## config.mk

```make
export PLATFORM = sky130hd
export DESIGN_NAME = exec_wb_stage
export DESIGN_NICKNAME = d
export VERILOG_FILES = /design/src/rtl/exec_wb_stage.sv
export SDC_FILE = /design/constraint.sdc
export NUM_CORES = 1
export LEC_CHECK = 0
export ABC_CLOCK_PERIOD_IN_PS = 4100
export CAP_MARGIN = 25
export CORE_MARGIN = 5
export CORE_UTILIZATION = 55
export CTS_BUF_LIST = sky130_fd_sc_hd__clkbuf_8
export DETAILED_ROUTE_END_ITERATION = 10
export GPL_ROUTABILITY_DRIVEN = 0
export PLACE_DENSITY = 0.77
export RECOVER_POWER = 100
export SLEW_MARGIN = 0
export SYNTH_ARGS = -nofsm -noshare
export SYNTH_HDL_FRONTEND = slang
export SYNTH_SLANG_ARGS = --single-unit
```

## constraint.sdc

```tcl
create_clock -name clk_i -period 4.1 [get_ports clk_i]
set_input_delay 0.82 -clock clk_i [delete_from_list [all_inputs] [get_ports clk_i]]
set_output_delay 0.82 -clock clk_i [all_outputs]
set_load 0.02 [all_outputs]
```

## src/rtl/exec_wb_stage.sv

```systemverilog
// exec_wb_stage: execute/writeback stage feeding the regfile write port.
// Single-cycle ALU ops retire next cycle; MUL is an iterative shift-add unit.
`default_nettype none

module exec_wb_stage #(
  parameter int WIDTH  = 8,
  parameter int ADDR_W = 3
) (
  input  logic              clk_i,
  input  logic              reset_i,
  input  logic              issue_valid_i,
  output logic              issue_ready_o,
  input  logic [2:0]        op_i,
  input  logic [WIDTH-1:0]  rs_data_i,
  input  logic [WIDTH-1:0]  rt_data_i,
  input  logic              cb_i,
  input  logic [ADDR_W-1:0] dest_addr_i,
  output logic              write_o,
  output logic [ADDR_W-1:0] write_addr_o,
  output logic [WIDTH-1:0]  write_data_o,
  output logic              write_CB_o,
  output logic              cb_data_o,
  output logic              busy_o
);

  localparam logic [0:0] IDLE = 1'b0;
  localparam logic [0:0] MUL  = 1'b1;

  localparam logic [2:0] OP_ADD = 3'd0;
  localparam logic [2:0] OP_SUB = 3'd1;
  localparam logic [2:0] OP_AND = 3'd2;
  localparam logic [2:0] OP_OR  = 3'd3;
  localparam logic [2:0] OP_XOR = 3'd4;
  localparam logic [2:0] OP_SLT = 3'd5;
  localparam logic [2:0] OP_MUL = 3'd6;
  localparam logic [2:0] OP_ADC = 3'd7;

  localparam int               CNT_W = (WIDTH > 1) ? $clog2(WIDTH) : 1;
  localparam logic [CNT_W-1:0] LAST  = CNT_W'(WIDTH - 1);

  logic [0:0]         state;
  logic [CNT_W-1:0]   cnt;
  logic [2*WIDTH-1:0] acc;
  logic [2*WIDTH-1:0] mcand;
  logic [2*WIDTH-1:0] acc_next;
  logic [WIDTH-1:0]   mplier;
  logic [ADDR_W-1:0]  mul_dest;

  logic               accept;
  logic [WIDTH:0]     sum;
  logic               lt;
  logic [WIDTH-1:0]   alu_res;
  logic               alu_cb;
  logic               alu_wr;
  logic               alu_wcb;

  assign issue_ready_o = (state == IDLE);
  assign busy_o        = (state == MUL);
  assign accept        = issue_valid_i && issue_ready_o;

  // The same adder serves ADD and ADC; carry-in only for ADC.
  assign sum = {1'b0, rs_data_i} + {1'b0, rt_data_i}
             + {{WIDTH{1'b0}}, (op_i == OP_ADC) & cb_i};
  assign lt  = (rs_data_i < rt_data_i);

  always_comb begin
    alu_res = sum[WIDTH-1:0];
    alu_cb  = sum[WIDTH];
    alu_wr  = 1'b1;
    alu_wcb = 1'b1;
    case (op_i)
      OP_SUB: begin
        alu_res = rs_data_i - rt_data_i;
        alu_cb  = lt;
      end
      OP_AND: begin
        alu_res = rs_data_i & rt_data_i;
        alu_wcb = 1'b0;
      end
      OP_OR: begin
        alu_res = rs_data_i | rt_data_i;
        alu_wcb = 1'b0;
      end
      OP_XOR: begin
        alu_res = rs_data_i ^ rt_data_i;
        alu_wcb = 1'b0;
      end
      OP_SLT: begin
        alu_wr = 1'b0;
        alu_cb = lt;
      end
      default: ;
    endcase
  end

  assign acc_next = mplier[0] ? (acc + mcand) : acc;

  always_ff @(posedge clk_i) begin
    if (reset_i) begin
      state        <= IDLE;
      cnt          <= '0;
      acc          <= '0;
      mcand        <= '0;
      mplier       <= '0;
      mul_dest     <= '0;
      write_o      <= 1'b0;
      write_CB_o   <= 1'b0;
      write_addr_o <= '0;
      write_data_o <= '0;
      cb_data_o    <= 1'b0;
    end else begin
      write_o    <= 1'b0;
      write_CB_o <= 1'b0;
      case (state)
        IDLE: begin
          if (accept) begin
            if (op_i == OP_MUL) begin
              state    <= MUL;
              cnt      <= '0;
              acc      <= '0;
              mcand    <= {{WIDTH{1'b0}}, rs_data_i};
              mplier   <= rt_data_i;
              mul_dest <= dest_addr_i;
            end else begin
              write_o    <= alu_wr;
              write_CB_o <= alu_wcb;
              if (alu_wr) begin
                write_addr_o <= dest_addr_i;
                write_data_o <= alu_res;
              end
              if (alu_wcb) cb_data_o <= alu_cb;
            end
          end
        end
        MUL: begin
          acc    <= acc_next;
          mcand  <= mcand << 1;
          mplier <= mplier >> 1;
          cnt    <= cnt + CNT_W'(1);
          // Final step retires straight from the adder output.
          if (cnt == LAST) begin
            state        <= IDLE;
            cnt          <= '0;
            write_o      <= 1'b1;
            write_CB_o   <= 1'b1;
            write_addr_o <= mul_dest;
            write_data_o <= acc_next[WIDTH-1:0];
            cb_data_o    <= |acc_next[2*WIDTH-1:WIDTH];
          end
        end
        default: state <= IDLE;
      endcase
    end
  end

endmodule

`default_nettype wire

```

# --- Yosys cells after proc, flatten, opt, wreduce, memory -nomap -nowiden ---
# Index checks and enable logic that the tools add are counted.
classes:
  eq_ne: 14
  n_mul: 0
  n_div: 0
  n_reduce_logical: 8
  bitwise_logic: 5
  addsub: 5
  muxes: 44
  shift: 0
  n_lt_le_gt_ge: 1
ops:
  columns: ["cell", "count"]
  rows:
  - ["$mux 16", 5]
  - ["$pmux 16 s2", 2]
  - ["$mux 8", 6]
  - ["$pmux 8 s2", 2]
  - ["$pmux 8 s4", 1]
  - ["$mux 3", 7]
  - ["$add 16x16->16", 1]
  - ["$eq 3x3->1 const B", 5]
  - ["$mux 1", 15]
  - ["$pmux 3 s2", 2]
  - ["$add 8x8->9", 1]
  - ["$add 9x1->9", 1]
  - ["$and 8x8->8", 1]
  - ["$lt 8x8->1", 1]
  - ["$or 8x8->8", 1]
  - ["$pmux 1 s2", 4]
  - ["$reduce_and 4->1", 2]
  - ["$reduce_or 8->1", 1]
  - ["$sub 8x8->8", 1]
  - ["$xor 8x8->8", 1]
  - ["$eq 3x2->1 const B", 2]
  - ["$ne 2x1->1 const B", 3]
  - ["$ne 2x2->1 const B", 3]
  - ["$add 3x1->3 const B", 1]
  - ["other kinds (8)", 8]
totals:
  romBits: 0
  inputBits: 26
  ramBits: 0
  n_memories: 0
  word_cells: 88
  ff_bits: 61
  latch_bits: 0
  output_inout_bits: 16

# --- Depth between registers and ports, before layout ---
depth:
  depth_word: 8
  depth_mapped: 13
  depth_no_buf: 11

# --- Least setup slack after synthesis ---
# Ideal clock, no wire load.
synth_timing:
  path_kind: "input to register"
  from: "input op_i[1]"
  to: "register write_data_o[6]"
  setup_slack_ns: 0.949
  n_path_buf: 2
  setup_ns: 0.088
  required_ns: 4.012
  path_stages: 13
  t_arrival_ns: 3.063
  cell_sequence: "buf_2 -> buf_1 -> nand2_1 -> nor2_1 -> fa_1 -> fa_1 -> nand3_1 -> nand2_1 -> a21o_1 -> a21oi_1 -> xnor2_1 -> o221ai_2 -> a311oi_2"
synth_between:
  elab_chain_len: 8
  elab_cells_between_ends: 17
  cone_classes: "add/sub (1); eq/ne (9); mux (5); bitwise (1); reduce/logical (1)"
synth_rtl:
  columns: ["item", "line_no", "rtl"]
  rows:
  - ["from (decl)", "13", "input logic [2:0] op_i,"]
  - ["$eq 3x3->1", "63", "+ {{WIDTH{1'b0}}, (op_i == OP_ADC) & cb_i};"]
  - ["$and 1x1->1", "63", null]
  - ["$add 9x1->9", "63", null]
  - ["$pmux 8 s4", "71", "case (op_i)"]
  - ["$mux 8", "127", "if (alu_wr) begin"]
  - ["$mux 8", "117", "if (op_i == OP_MUL) begin"]
  - ["$mux 8", "116", "if (accept) begin"]
  - ["$pmux 8 s2", "114", "case (state)"]
  - ["to (signal assigned)", "129", "write_data_o <= alu_res;"]
  - ["to (signal assigned)", "147", "write_data_o <= acc_next[WIDTH-1:0];"]
  - ["to (decl)", "20", "output logic [WIDTH-1:0] write_data_o,"]
# Several ways; a longest one is shown, not always the timed one. The select of a mux whose other input is x is not followed.
# A chain may end at the register's enable or synchronous reset.

# --- Final worst setup path ---
layout_timing:
  from: "input rs_data_i[0]"
  to: "register write_data_o[6]"
layout_between:
  elab_chain_len: 7
  elab_cells_between_ends: 8
  cone_classes: "add/sub (3); mux (5)"
layout_rtl:
  columns: ["item", "line_no", "rtl"]
  rows:
  - ["from (decl)", "14", "input logic [WIDTH-1:0] rs_data_i,"]
  - ["$add 8x8->9", "62", "assign sum = {1'b0, rs_data_i} + {1'b0, rt_data_i}"]
  - ["$add 9x1->9", "63", null]
  - ["$pmux 8 s4 (*)", "71", null]
  - ["$mux 8 (*)", "127", null]
  - ["$mux 8 (*)", "117", null]
  - ["$mux 8 (*)", "116", null]
  - ["$pmux 8 s2 (*)", "114", null]
# Mark *: on every way between the ends. The rest lies on a longest branch, timed or not. The select of a mux whose other input is x is not followed.

==> impl_metrics.csv <==
group,metric,value,unit
timing,setup_slack,0.718,ns
route,dr.pass1.iters,5,
logic_synthesis,ys_types,83,
critical_path,path_common_cell,"inv_1",
critical_path,criticalPathCategory,"in -> reg",
critical_path,path_max_fanout,4,
timing,post-route-min-period,3.38,ns
clock_network,cts-buffers-inserted,9,
power,power.density,272,nW/um^2
logic_synthesis,ys_seq_area_frac,0.262,
place,place_ws,0.523,ns
power,peakVddDrop,0.000194,V
place,portBuffers,41,
finish,n_fill_cell,714,
logic_synthesis,synth_nets,642,
global_route,grt_start_max_net_pins,62,
route,wire_per_inst,16.8,um
route,drt_first_iter_violations,293,
clock_network,cts_tree,"done",
floorplan,die_w,102,um
finish,drive_gt1_frac,0.0959,
timing,finClkSkew,0.0155,ns
clock_network,clkSinkCount,61,
timing,slew-limit-headroom,0.424,
clock_network,h-tree-depth,3,
finish,regArea,1220,um^2
logic_synthesis,yosys-top-cells-count,"nor2_1 (68), dfxtp_1 (61), nand2_1 (56), a21oi_1 (42), ha_1 (41)",
timing,tightest_slew,0.864,ns
logic_synthesis,yosys_register_bits,61,
clock_network,clock-root-buffer,"clkbuf_8",
finish,fin_util,0.639,
logic_synthesis,synth_warnings,0,
hold_path,worstHoldStart,"write_data_o[3]",
critical_path,startpoint,"rs_data_i[0]",
timing,period_share,0.825,
clock_network,insertion_delay,0.35,ns
critical_path,cpMaxStageDelayCell,"dlygate4sd3_1",
floorplan,start_util,0.567,
global_route,grt_usage,0.237,
timing,setup_viol_count_final,0,
clock_network,clk_pin_slew,0.06,ns
place,dp_hpwl,8.77,mm
critical_path,cp.arrival,3.64,ns
finish,multi_input_area,3120,um^2
global_route,antenna_found_initial,0,
finish,syn2layout_area_growth,12.7,%
critical_path,path_cells,"dlygate4sd3_1, inv_1, ha_1, inv_1, fa_1, nor2b_1, o31a_1, a221o_1, a21oi_1, o22a_1, o221ai_2, a311oi_2",
critical_path,end_kind,"register",
route,ant_nets,0,
clock_network,clockBufferDepth,2,
route,drc,0,
global_route,grt_overflow,0,
finish,nets,671,
timing,fin_setup_tns,0,ns
global_route,grt_pass1_wl,19.8,mm
flow_run,maxCapViolCount,0,
timing,max_freq,0.296,GHz
logic_synthesis,async_flop_share,0,
clock_network,hold_buffers,0,
floorplan,io_pins,42,
critical_path,worstPathRequired,4.36,ns
critical_path,path_buf_inv,3,
logic_synthesis,netlist_top_cells_area,"dfxtp_1 (26%), ha_1 (11%), nor2_1 (5.5%)",
logic_synthesis,synth_top_area_frac,0.262,
finish,antenna_cells,0,
route,avgViaCountPerCell,6.10,
logic_synthesis,synth-edff-count,0,
clock_network,post-cts-setup-buffers,0,
floorplan,row_count,33,
timing,maxSlewViolCount,0,
power,leakagePower,2.17,nW
critical_path,crit_family,"compound AO/OA/AOI/OAI gates",
timing,rsz0062_at_grt,"no",
route,via_count,4330,
global_route,grt_pass1_vias,4019,
logic_synthesis,synth_top_cell_by_area,"dfxtp_1",
logic_synthesis,syn_area,4660,um^2
timing,finalHoldViolations,0,
critical_path,rr_startpoint,"mcand[0]",
logic_synthesis,synth_area_per_cell,8.16,um^2
critical_path,cp-start-kind,"input pin",
logic_synthesis,synth-main-ff-cell,"dfxtp_1",
clock_network,cts_resized,0,
floorplan,die_area,10400,um^2
floorplan,fp.coreArea,8220,um^2
logic_synthesis,syn_inst,571,
critical_path,slowest_delay,0.61,ns
logic_synthesis,synth_most_common_cell,"nor2_1",
route,drt_wl_total,11.9,mm
status,status,"finished clean",
floorplan,die_h,102,um
hold_path,hold_path_class,"reg -> reg",
[placed cells by master (no fill, tap or decap), types with 4 or more instances in the layout]
master and count:
mux2i_1 13, nor2b_1 4, fa_1 4, nand3_1 7
a222oi_1 7, nand2b_1 7, a21oi_1 42, o2111ai_1 4
inv_1 34, nand2_1 56, o21ai_0 15, nor3_1 9
o22ai_1 4, a31oi_1 5, ha_1 41, a211oi_1 15
a221oi_1 4, a22oi_1 15, clkbuf_8 9, dlygate4sd3_1 18
xnor2_1 11, or3_1 4, dfxtp_1 61, o211ai_1 13
buf_4 4, o21ai_1 9, clkdlybuf4s50_1 22, mux2_2 6
nor2_1 68, a21o_1 7
[per-layer routing]
| metal | wire length (um) | part of all wire | vias up | global-route usage |
|---|---|---|---|---|
| met2 | 5780 | 0.48 | 123 | 0.384 |
| met3 | 622 | 0.052 | 26 | 0.0505 |
| li1 | - | - | 2162 | - |
| met4 | 327 | 0.027 | 0 | 0.0959 |
| met5 | 0 | 0 | - | 0 |
| met1 | 5190 | 0.44 | 2019 | 0.307 |
[state kept, by name (all words and copies together) (netlist names), 3 cells and up]
register	count
write_addr_o	3
write_data_o	8
mplier	8
mcand	16
acc	16
cnt	3
mul_dest	3
[cell families after synthesis]
kind of cell	after synthesis	synth area share
mux	22	0.0537
simple gates	185	0.190
compound gates	179	0.278
fa+ha+maj	45	0.127
xor+xnor	12	0.0226
flops	61	0.262
buf+inv	67	0.0669
[tightest hold or removal path, delay by kind of cell (launching register included)]
family | cells | cell delay [ns]
AOI/OAI and AO/OA | 1 | 0.05
and+or+nand+nor | 1 | 0.06
DFF | 1 | 0.32
[final timing paths]
kind                          end  slack (ns)  cells after the start
setup / recovery  write_data_o[6]        0.72                     12
hold / removal    write_data_o[3]        0.47                      2
setup reg to reg        cb_data_o        1.38                      9
hold reg to reg   write_data_o[3]        0.47                      2
[power breakdown]
group          switching (mW)  total [mW]  internal, mW
Sequential             0.0170       0.630         0.613
Combinational           0.186       0.320         0.135
Clock                   0.259       0.479         0.221
[cell type report]
class,count,share of cell area
Clock buffer,9,0.0236
Multi-Input combinational cell,443,0.594
Sequential cell,61,0.233
Tap cell,105,0.0250
Clock inverter,7,0.00953
Timing Repair Buffer,50,0.0898
Inverter,35,0.0250
[per-stage QoR]
step | cell area (um^2) | hold slack (ns) | power (mW) | std cells
6_report | 5250 | 0.475 | 1.43 | 710
2_1_floorplan | 4660 | 0.445 | 0.855 | 571
3_3_place_gp | 5080 | 0.459 | 0.959 | 693
4_1_cts | 5250 | 0.481 | 1.44 | 709
5_1_grt | 5250 | 0.485 | 1.50 | 710
3_5_place_dp | 5080 | 0.467 | 0.966 | 693
Note: power is estimated with default switching activity, not from simulation.
